$ cat src/rtl/round_sequencer.sv
// Session sequencer for the binary-math game: start, per-question operand/timer
// handshakes, scoring, round count and logout. Optional strike limit: STRIKE_LIMIT_EN.
module round_sequencer #(
  parameter int ROUNDS   = 10,
  parameter int MAX_MISS = 3
) (
  input  logic       Clock,
  input  logic       Reset,
  input  logic       Access,
  input  logic       Button,
  input  logic [4:0] Answer,
  input  logic [4:0] Expected,
  input  logic       TimeUp,
  output logic       RNGOut,
  output logic       LoadOut,
  output logic       Enable,
  output logic       Correct,
  output logic       Wrong,
  output logic [4:0] Score,
  output logic [4:0] Round,
  output logic       GameOver,
  output logic       LogOut
);

  typedef enum logic [2:0] {
    S_IDLE  = 3'd0,
    S_GEN   = 3'd1,
    S_LOAD  = 3'd2,
    S_PLAY  = 3'd3,
    S_CHECK = 3'd4,
    S_NEXT  = 3'd5,
    S_DONE  = 3'd6
  } state_t;

  localparam logic [4:0] LAST_ROUND = 5'(ROUNDS - 1);

  function automatic logic [4:0] sat_inc(input logic [4:0] v);
    return (v == 5'd31) ? v : v + 5'd1;
  endfunction

  state_t     state_q, state_d;
  logic [4:0] score_q, score_d;
  logic [4:0] round_q, round_d;
  logic [4:0] ans_q, ans_d;
  logic       rng_q, rng_d;
  logic       load_q, load_d;
  logic       enable_q, enable_d;
  logic       correct_q, correct_d;
  logic       wrong_q, wrong_d;
  logic       game_over_q, game_over_d;
  logic       logout_q, logout_d;
  logic       strike_hit_s;

`ifdef STRIKE_LIMIT_EN
  localparam logic [4:0] MISS_LIMIT = 5'(MAX_MISS);
  logic [4:0] miss_q, miss_d;

  // Consecutive-miss counter: cleared on start and on a correct answer.
  always_comb begin
    miss_d = miss_q;
    if ((state_q == S_IDLE) && (state_d == S_GEN)) begin
      miss_d = 5'd0;
    end else if ((state_q == S_PLAY) && (state_d == S_NEXT)) begin
      miss_d = sat_inc(miss_q);
    end else if ((state_q == S_CHECK) && (state_d == S_NEXT)) begin
      miss_d = (ans_q == Expected) ? 5'd0 : sat_inc(miss_q);
    end else begin
      miss_d = miss_q;
    end
  end

  // Miss counter register.
  always_ff @(posedge Clock or posedge Reset) begin
    if (Reset) begin
      miss_q <= 5'd0;
    end else begin
      miss_q <= miss_d;
    end
  end

  assign strike_hit_s = (miss_q == MISS_LIMIT);
`else
  assign strike_hit_s = 1'b0;
`endif

  // Next-state, score and round bookkeeping.
  always_comb begin
    state_d = state_q;
    score_d = score_q;
    round_d = round_q;
    ans_d   = ans_q;
    // Losing access aborts the session from anywhere; Score/Round are kept.
    if ((state_q != S_IDLE) && !Access) begin
      state_d = S_IDLE;
    end else begin
      case (state_q)
        S_IDLE: begin
          if (Access && Button) begin
            score_d = 5'd0;
            round_d = 5'd0;
            state_d = S_GEN;
          end else begin
            state_d = S_IDLE;
          end
        end
        S_GEN:  state_d = S_LOAD;
        S_LOAD: state_d = S_PLAY;
        S_PLAY: begin
          if (TimeUp) begin
            state_d = S_NEXT;
          end else if (Button) begin
            ans_d   = Answer;
            state_d = S_CHECK;
          end else begin
            state_d = S_PLAY;
          end
        end
        S_CHECK: begin
          if (ans_q == Expected) begin
            score_d = sat_inc(score_q);
          end else begin
            score_d = score_q;
          end
          state_d = S_NEXT;
        end
        S_NEXT: begin
          if (strike_hit_s || (round_q == LAST_ROUND)) begin
            state_d = S_DONE;
          end else begin
            round_d = round_q + 5'd1;
            state_d = S_GEN;
          end
        end
        S_DONE: begin
          if (Button) begin
            state_d = S_IDLE;
          end else begin
            state_d = S_DONE;
          end
        end
        default: state_d = S_IDLE;
      endcase
    end
  end

  // Output decode from the next state so every output leaves a flop.
  always_comb begin
    rng_d       = (state_d == S_GEN);
    load_d      = (state_d == S_LOAD);
    enable_d    = (state_d == S_PLAY);
    game_over_d = (state_d == S_DONE);
    correct_d   = (state_q == S_PLAY) && (state_d == S_CHECK) && (Answer == Expected);
    wrong_d     = ((state_q == S_PLAY) && (state_d == S_CHECK) && (Answer != Expected)) ||
                  ((state_q == S_PLAY) && (state_d == S_NEXT));
    logout_d    = (state_q == S_DONE) && (state_d == S_IDLE) && Access;
  end

  // State and output registers.
  always_ff @(posedge Clock or posedge Reset) begin
    if (Reset) begin
      state_q     <= S_IDLE;
      score_q     <= 5'd0;
      round_q     <= 5'd0;
      ans_q       <= 5'd0;
      rng_q       <= 1'b0;
      load_q      <= 1'b0;
      enable_q    <= 1'b0;
      correct_q   <= 1'b0;
      wrong_q     <= 1'b0;
      game_over_q <= 1'b0;
      logout_q    <= 1'b0;
    end else begin
      state_q     <= state_d;
      score_q     <= score_d;
      round_q     <= round_d;
      ans_q       <= ans_d;
      rng_q       <= rng_d;
      load_q      <= load_d;
      enable_q    <= enable_d;
      correct_q   <= correct_d;
      wrong_q     <= wrong_d;
      game_over_q <= game_over_d;
      logout_q    <= logout_d;
    end
  end

  assign RNGOut   = rng_q;
  assign LoadOut  = load_q;
  assign Enable   = enable_q;
  assign Correct  = correct_q;
  assign Wrong    = wrong_q;
  assign Score    = score_q;
  assign Round    = round_q;
  assign GameOver = game_over_q;
  assign LogOut   = logout_q;

endmodule

$ cat config.mk
export PLATFORM = sky130hd
export DESIGN_NAME = round_sequencer
export DESIGN_NICKNAME = d
export VERILOG_FILES = /design/src/rtl/round_sequencer.sv
export SDC_FILE = /design/constraint.sdc
export NUM_CORES = 1
export LEC_CHECK = 0
export CELL_PAD_IN_SITES_DETAIL_PLACEMENT = 0
export CELL_PAD_IN_SITES_GLOBAL_PLACEMENT = 2
export CORE_UTILIZATION = 32
export DETAILED_ROUTE_END_ITERATION = 10
export PLACE_DENSITY_LB_ADDON = 0.1
export SLEW_MARGIN = 40
export SYNTH_ARGS = -nofsm -noshare
export SYNTH_HDL_FRONTEND = slang
export SYNTH_SLANG_ARGS = --single-unit
$ cat constraint.sdc
create_clock -name Clock -period 3 [get_ports Clock]
set_input_delay 0.6 -clock Clock [delete_from_list [all_inputs] [get_ports Clock]]
set_output_delay 0.6 -clock Clock [all_outputs]
set_load 0.1 [all_outputs]
After elaboration in Yosys (flattened, before gate mapping)
Index checks and enable logic that the tools add are counted.

Mux-type cells: 13. Bitwise gates (word level): 2. Add/subtract/negate cells: 2. Reduce and logical (&&, ||, !) cells: 18. Eq/ne operators: 21.

Operator list (count): 3-bit case mux with 7 select lines (1); 5-bit two-way mux (4); 5-bit case mux with 2 select lines (2); 3-bit == test (second input constant) (6); 3-bit two-way mux (5); 3-bit by 2-bit == test with 1-bit output (second input constant) (4); 5-bit by 1-bit adder with 5-bit output (second input constant) (2); 5-bit == test (2); 1-bit logical AND (8); 2-bit != test (second input constant) (4); 4-bit AND reduction (2); 3-bit by 1-bit == test with 1-bit output (second input constant) (2); 3-bit zero test (2); 5-bit by 4-bit == test with 1-bit output (second input constant) (1); 5-bit == test (second input constant) (1); 5-bit != test (1); 5-bit AND reduction (1); 2-bit nonzero test (2); 3-bit nonzero test (1); 1-bit NOT (2); 1-bit zero test (1); 1-bit logical OR (1); 1-bit two-way mux (1).

Word-level logic and storage cells: 67. Bits in registers: 25. Output and inout port bits: 17. Input port bits: 15.

Depth between registers and ports, before layout
Depth after elaboration: 8. Depth in mapped cells: 7. Gate-level depth less buffers: 7.

Worst setup path before layout
OpenSTA, ideal clock, no wires.

Kind: register -> register. Start point: register score_q[0] (netlist: Score[0]). End point: register score_q[3] (netlist: Score[3]). Required time: 2.923 ns. Arrival: 2.272 ns. Setup time: 0.077 ns. Setup slack: 0.651 ns. Clock period less this slack: 2.349 ns. Stages on the path, launching flop included: 8. Path buffers: 0. Cell sequence: dfrtp_1 ha_1 and3_1 ha_1 nor2_1 a31oi_4 or3_1 a21oi_1.

Word-level cells in the longest chain between the ends: 4. Elaborated cells on any way between the ends: 7. Classes of those cells: 1 x add/sub; 2 x eq/ne; 3 x mux; 1 x reduce/logical.

Ends and longest elaborated chain: start, declared (RTL line 42) `logic [4:0] score_q, score_d;`; start signal, assigned (RTL line 174) `score_q <= score_d;`; 5-bit by 1-bit adder with 5-bit output (RTL line 38) `return (v == 5'd31) ? v : v + 5'd1;`; 5-bit two-way mux (RTL line 38); 5-bit two-way mux (RTL line 119) `if (ans_q == Expected) begin`; 5-bit case mux with 2 select lines (RTL line 96) `case (state_q)`.

Several ways; a longest one is shown, not always the timed one. The select of a mux whose other input is x is not followed. A chain may end at the register's enable or synchronous reset.

Worst setup path after layout
Start point: input Access. End point: register score_q[3] (netlist: Score[3]).

Word-level cells in the longest chain between the ends: 4. Elaborated cells on any way between the ends: 6. Classes of those cells: 1 x eq/ne; 1 x bitwise; 4 x reduce/logical.

Ends and longest elaborated chain: start, declared (RTL line 9) `input logic Access,`; branches (longest 3 deep; another with 2-bit != test); 5-bit AND reduction (no line) (*).

Mark *: on every way between the ends.

==> metrics.md <==
| Metric | Value |
|---|---|
| Biggest area consumer among synthesized cells | dfrtp_1 |
| Synth top area share | 0.463 |
| Final worst slack | 832 ps |
| Final Max Slew Viols | 0 |
| Internal power | 705 uW |
| Period minus WS final | about 2200 ps |
| Initial antenna violation count | 0 |
| Outcome | completed |
| Chip Width | around 67 um |
| Die area | between 4000 and 5000 um2 |
| Core Region | 4030 um2 |
| MaxCap Viol Count | 0 |
| Grt ovf | 0 |
| Top Ports | 32 |
| DRT Pass-1 Iters | 3 |
| Residual DRC | 0 |
| Initial Utilization | 0.335 |
| Reg-to-reg setup timing slack | 1050 ps |
| Total number of yosys warnings | 0 |
| Avg Cell Area, Syn | 10.2 um2 |
| Tcrit/Tclk final | 0.723 |
| First-pass GRT wire length | 4790 um |
| Share of the yosys chip area belonging to registers | 0.463 |
| Post-synth cell types | 35 |
| Hold Buf Count CTS | 0 |
| F_max | between 400 and 500 MHz |
| Critical Path AT | ~2400 ps |
| Register area | 626 um2 |
| CP endpoint kind | register |
| CTS tree | built |
| Clock skew | 3.53 ps |
| Lkg Pwr | between 0.7 and 0.8 nW |
| Vias | 1039 |
| CTS root buffer | clkbuf_8 |
| Path type of the worst setup path | primary input to register |
| Combinational fraction of design power | 0.464 |
| Pre-CTS setup slack | 534 ps |
| Area Overhead vs Synth | 27.1% |
| Clock sink count | 25 |
| Share of cells above drive strength 1 | 0.187 |
| Final Hold Fails | 0 |
| Most frequent cell after synthesis | dfrtp_1 |
| Async set-reset flop share out of synthesis | 1.00 |
| Hold Path Class | register to register |
| Initial drt markers | 53 |
| Port Buffer Count | 31 |
| Max H-tree Level | 1 |
| R2R cell count | 7 |
| CTS-repair resized insts | 0 |
| Switching Fraction | 0.464 |
| Final ANT Viol Nets | 0 |
| Clock power frac | 0.152 |
| Ant diodes | 0 |
| Die Y | 67.0 um |
| Vias/cell | between 4 and 5 |
| Largest net degree at the start of global routing | 26 |
| Crit Path Max Fanout | 10 |
| Vias in the first global route | 1054 |
| CTS Buffer Depth | 2 |
| Clock latency at the later pin of the worst-skew pair | roughly 270 ps |
| Clock transition at path regs | 90 ps |
| Critical path startpoint category | primary input |
| Hold Crit Depth | 1 |
| Post-synth EDFFs | 0 |
| Slew margin rel. | 0.691 |
| DR WL/cell | 12.5 um |
| Post-Route WL | 2710 um |
| Pwr Density | 766 nW/um2 |
| FP Rows | 23 |
| Net switching power | 610 uW |
| CTS buffer count | 3 |
| Top cells by area, synth | dfrtp_1, xor2_1, mux2_2 |
| Crit path required time | between 3000 and 4000 ps |
| Hold slack | ~530 ps |
| Synth Cell Area | ~1400 um2 |
| GR Util All Layers | 0.145 |
| Final Setup Violations | 0 |
| Mapped Cells | 133 |
| Main synth FF type | dfrtp_1 |
| Net count after synthesis | ~150 |
| NumNets Final | 186 |
| Top cells by count, synth | dfrtp_1, nor2_1, o21ai_0 |
| RSZ-0062 raised after global routing | false |
| Post-DP HPWL | 2030 um |
| Flop pwr share | 0.384 |
| Final Wtd Congestion | 0.860 |
| Synthesized flop and latch total | 25 |
| Measured slew at the worst slew-check pin | 462 ps |
| Power Total | 1.31 mW |
| Footprint of the multi-input gates | 692 um2 |
| Post-Route Setup TNS | 0 ps |
| Setup Fix Bufs, Post-CTS | 0 |
| Final Util | 0.426 |
| Fill cells | a little over 400 |
| Peak supply drop | 289 uV |
-- cells in the final DEF (no fill, tap or decap), drive strengths merged, types with 2 or more instances in the layout --
cell | synthesis | layout
nor3b | 3 | 3
ha | 4 | 4
buf | 3 | 18
nor3 | 2 | 2
or3 | 2 | 2
xnor2 | 5 | 5
and3 | 3 | 3
xor2 | 8 | 8
clkbuf | 0 | 4
nor2b | 4 | 4
dfrtp | 25 | 25
clkdlybuf4s50 | 0 | 14
nand3 | 8 | 8
nand2b | 2 | 2
nor2 | 15 | 15
inv | 4 | 4
a21oi | 8 | 8
o21ai | 10 | 10
mux2 | 5 | 5
nand2 | 8 | 8
-- power groups by stage --
stage	clock [mW]	combinational [mW]	sequential, mW
floorplan	0	0.312	0.681
global placement	0	0.618	0.512
detailed placement	0	0.615	0.512
CTS	0.213	0.617	0.505
global route	0.226	0.664	0.520
finish	0.200	0.610	0.505
-- stage by stage --
stage	instances	instance area, um2
after CTS	216	1720
after global placement	212	1670
after global routing	216	1720
after floorplan	133	1350
after detailed placement	212	1670
final	216	1720
-- registers in the layout, indices dropped and copies added, names as in the netlist --
| register | cells |
|---|---|
| Score | 5 |
| LoadOut | 1 |
| GameOver | 1 |
| Enable | 1 |
| Correct | 1 |
| LogOut | 1 |
| Wrong | 1 |
| RNGOut | 1 |
| ans_q | 5 |
| state_q | 3 |
| Round | 5 |
-- logic make-up (layout without fill, tap and decap cells) --
| group | Yosys count | count (layout) | share of synthesized area |
|---|---|---|---|
| AND/OR/NAND/NOR | 54 | 54 | 0.233 |
| XOR/XNOR | 13 | 13 | 0.0843 |
| adder cells (fa/ha/maj) | 4 | 4 | 0.0371 |
| buffers and inverters | 7 | 40 | 0.0241 |
| flip-flops | 25 | 25 | 0.463 |
| AO/OA/AOI/OAI | 25 | 25 | 0.117 |
| multiplexers | 5 | 5 | 0.0417 |
-- critical path, stage by stage --
cell             delay, ps
clkdlybuf4s50_1        610
nor2b_4                220
and3_1                 320
a31oi_4                 90
or3_1                  370
a21oi_1                150
-- per-layer routing --
layer	vias to the layer above	wire length, um	global-route usage	part of all wire
met3	5	99	0.0257	0.037
met1	487	1280	0.186	0.47
met2	21	1280	0.236	0.47
met5	-	0	0	0
met4	0	50	0.0638	0.018
li1	526	-	-	-
-- final timing paths --
kind / startpoint / to
hold / removal: ans_q[2] / ans_q[2]
setup reg to reg: Score[0] / Score[3]
hold reg to reg: ans_q[2] / ans_q[2]
setup / recovery: Access / Score[3]
max in group asynchronous: Reset / Round[1]
min in group asynchronous: Reset / Score[4]
-- layout make-up --
| type | count | share of cell area |
|---|---|---|
| multi-input combinational | 101 | 0.403 |
| sequential | 25 | 0.365 |
| timing repair buffer | 32 | 0.160 |
| tap | 50 | 0.0365 |
| clock buffer | 4 | 0.0263 |
| inverter | 4 | 0.00875 |
Note: power is estimated with default switching activity, not from simulation.
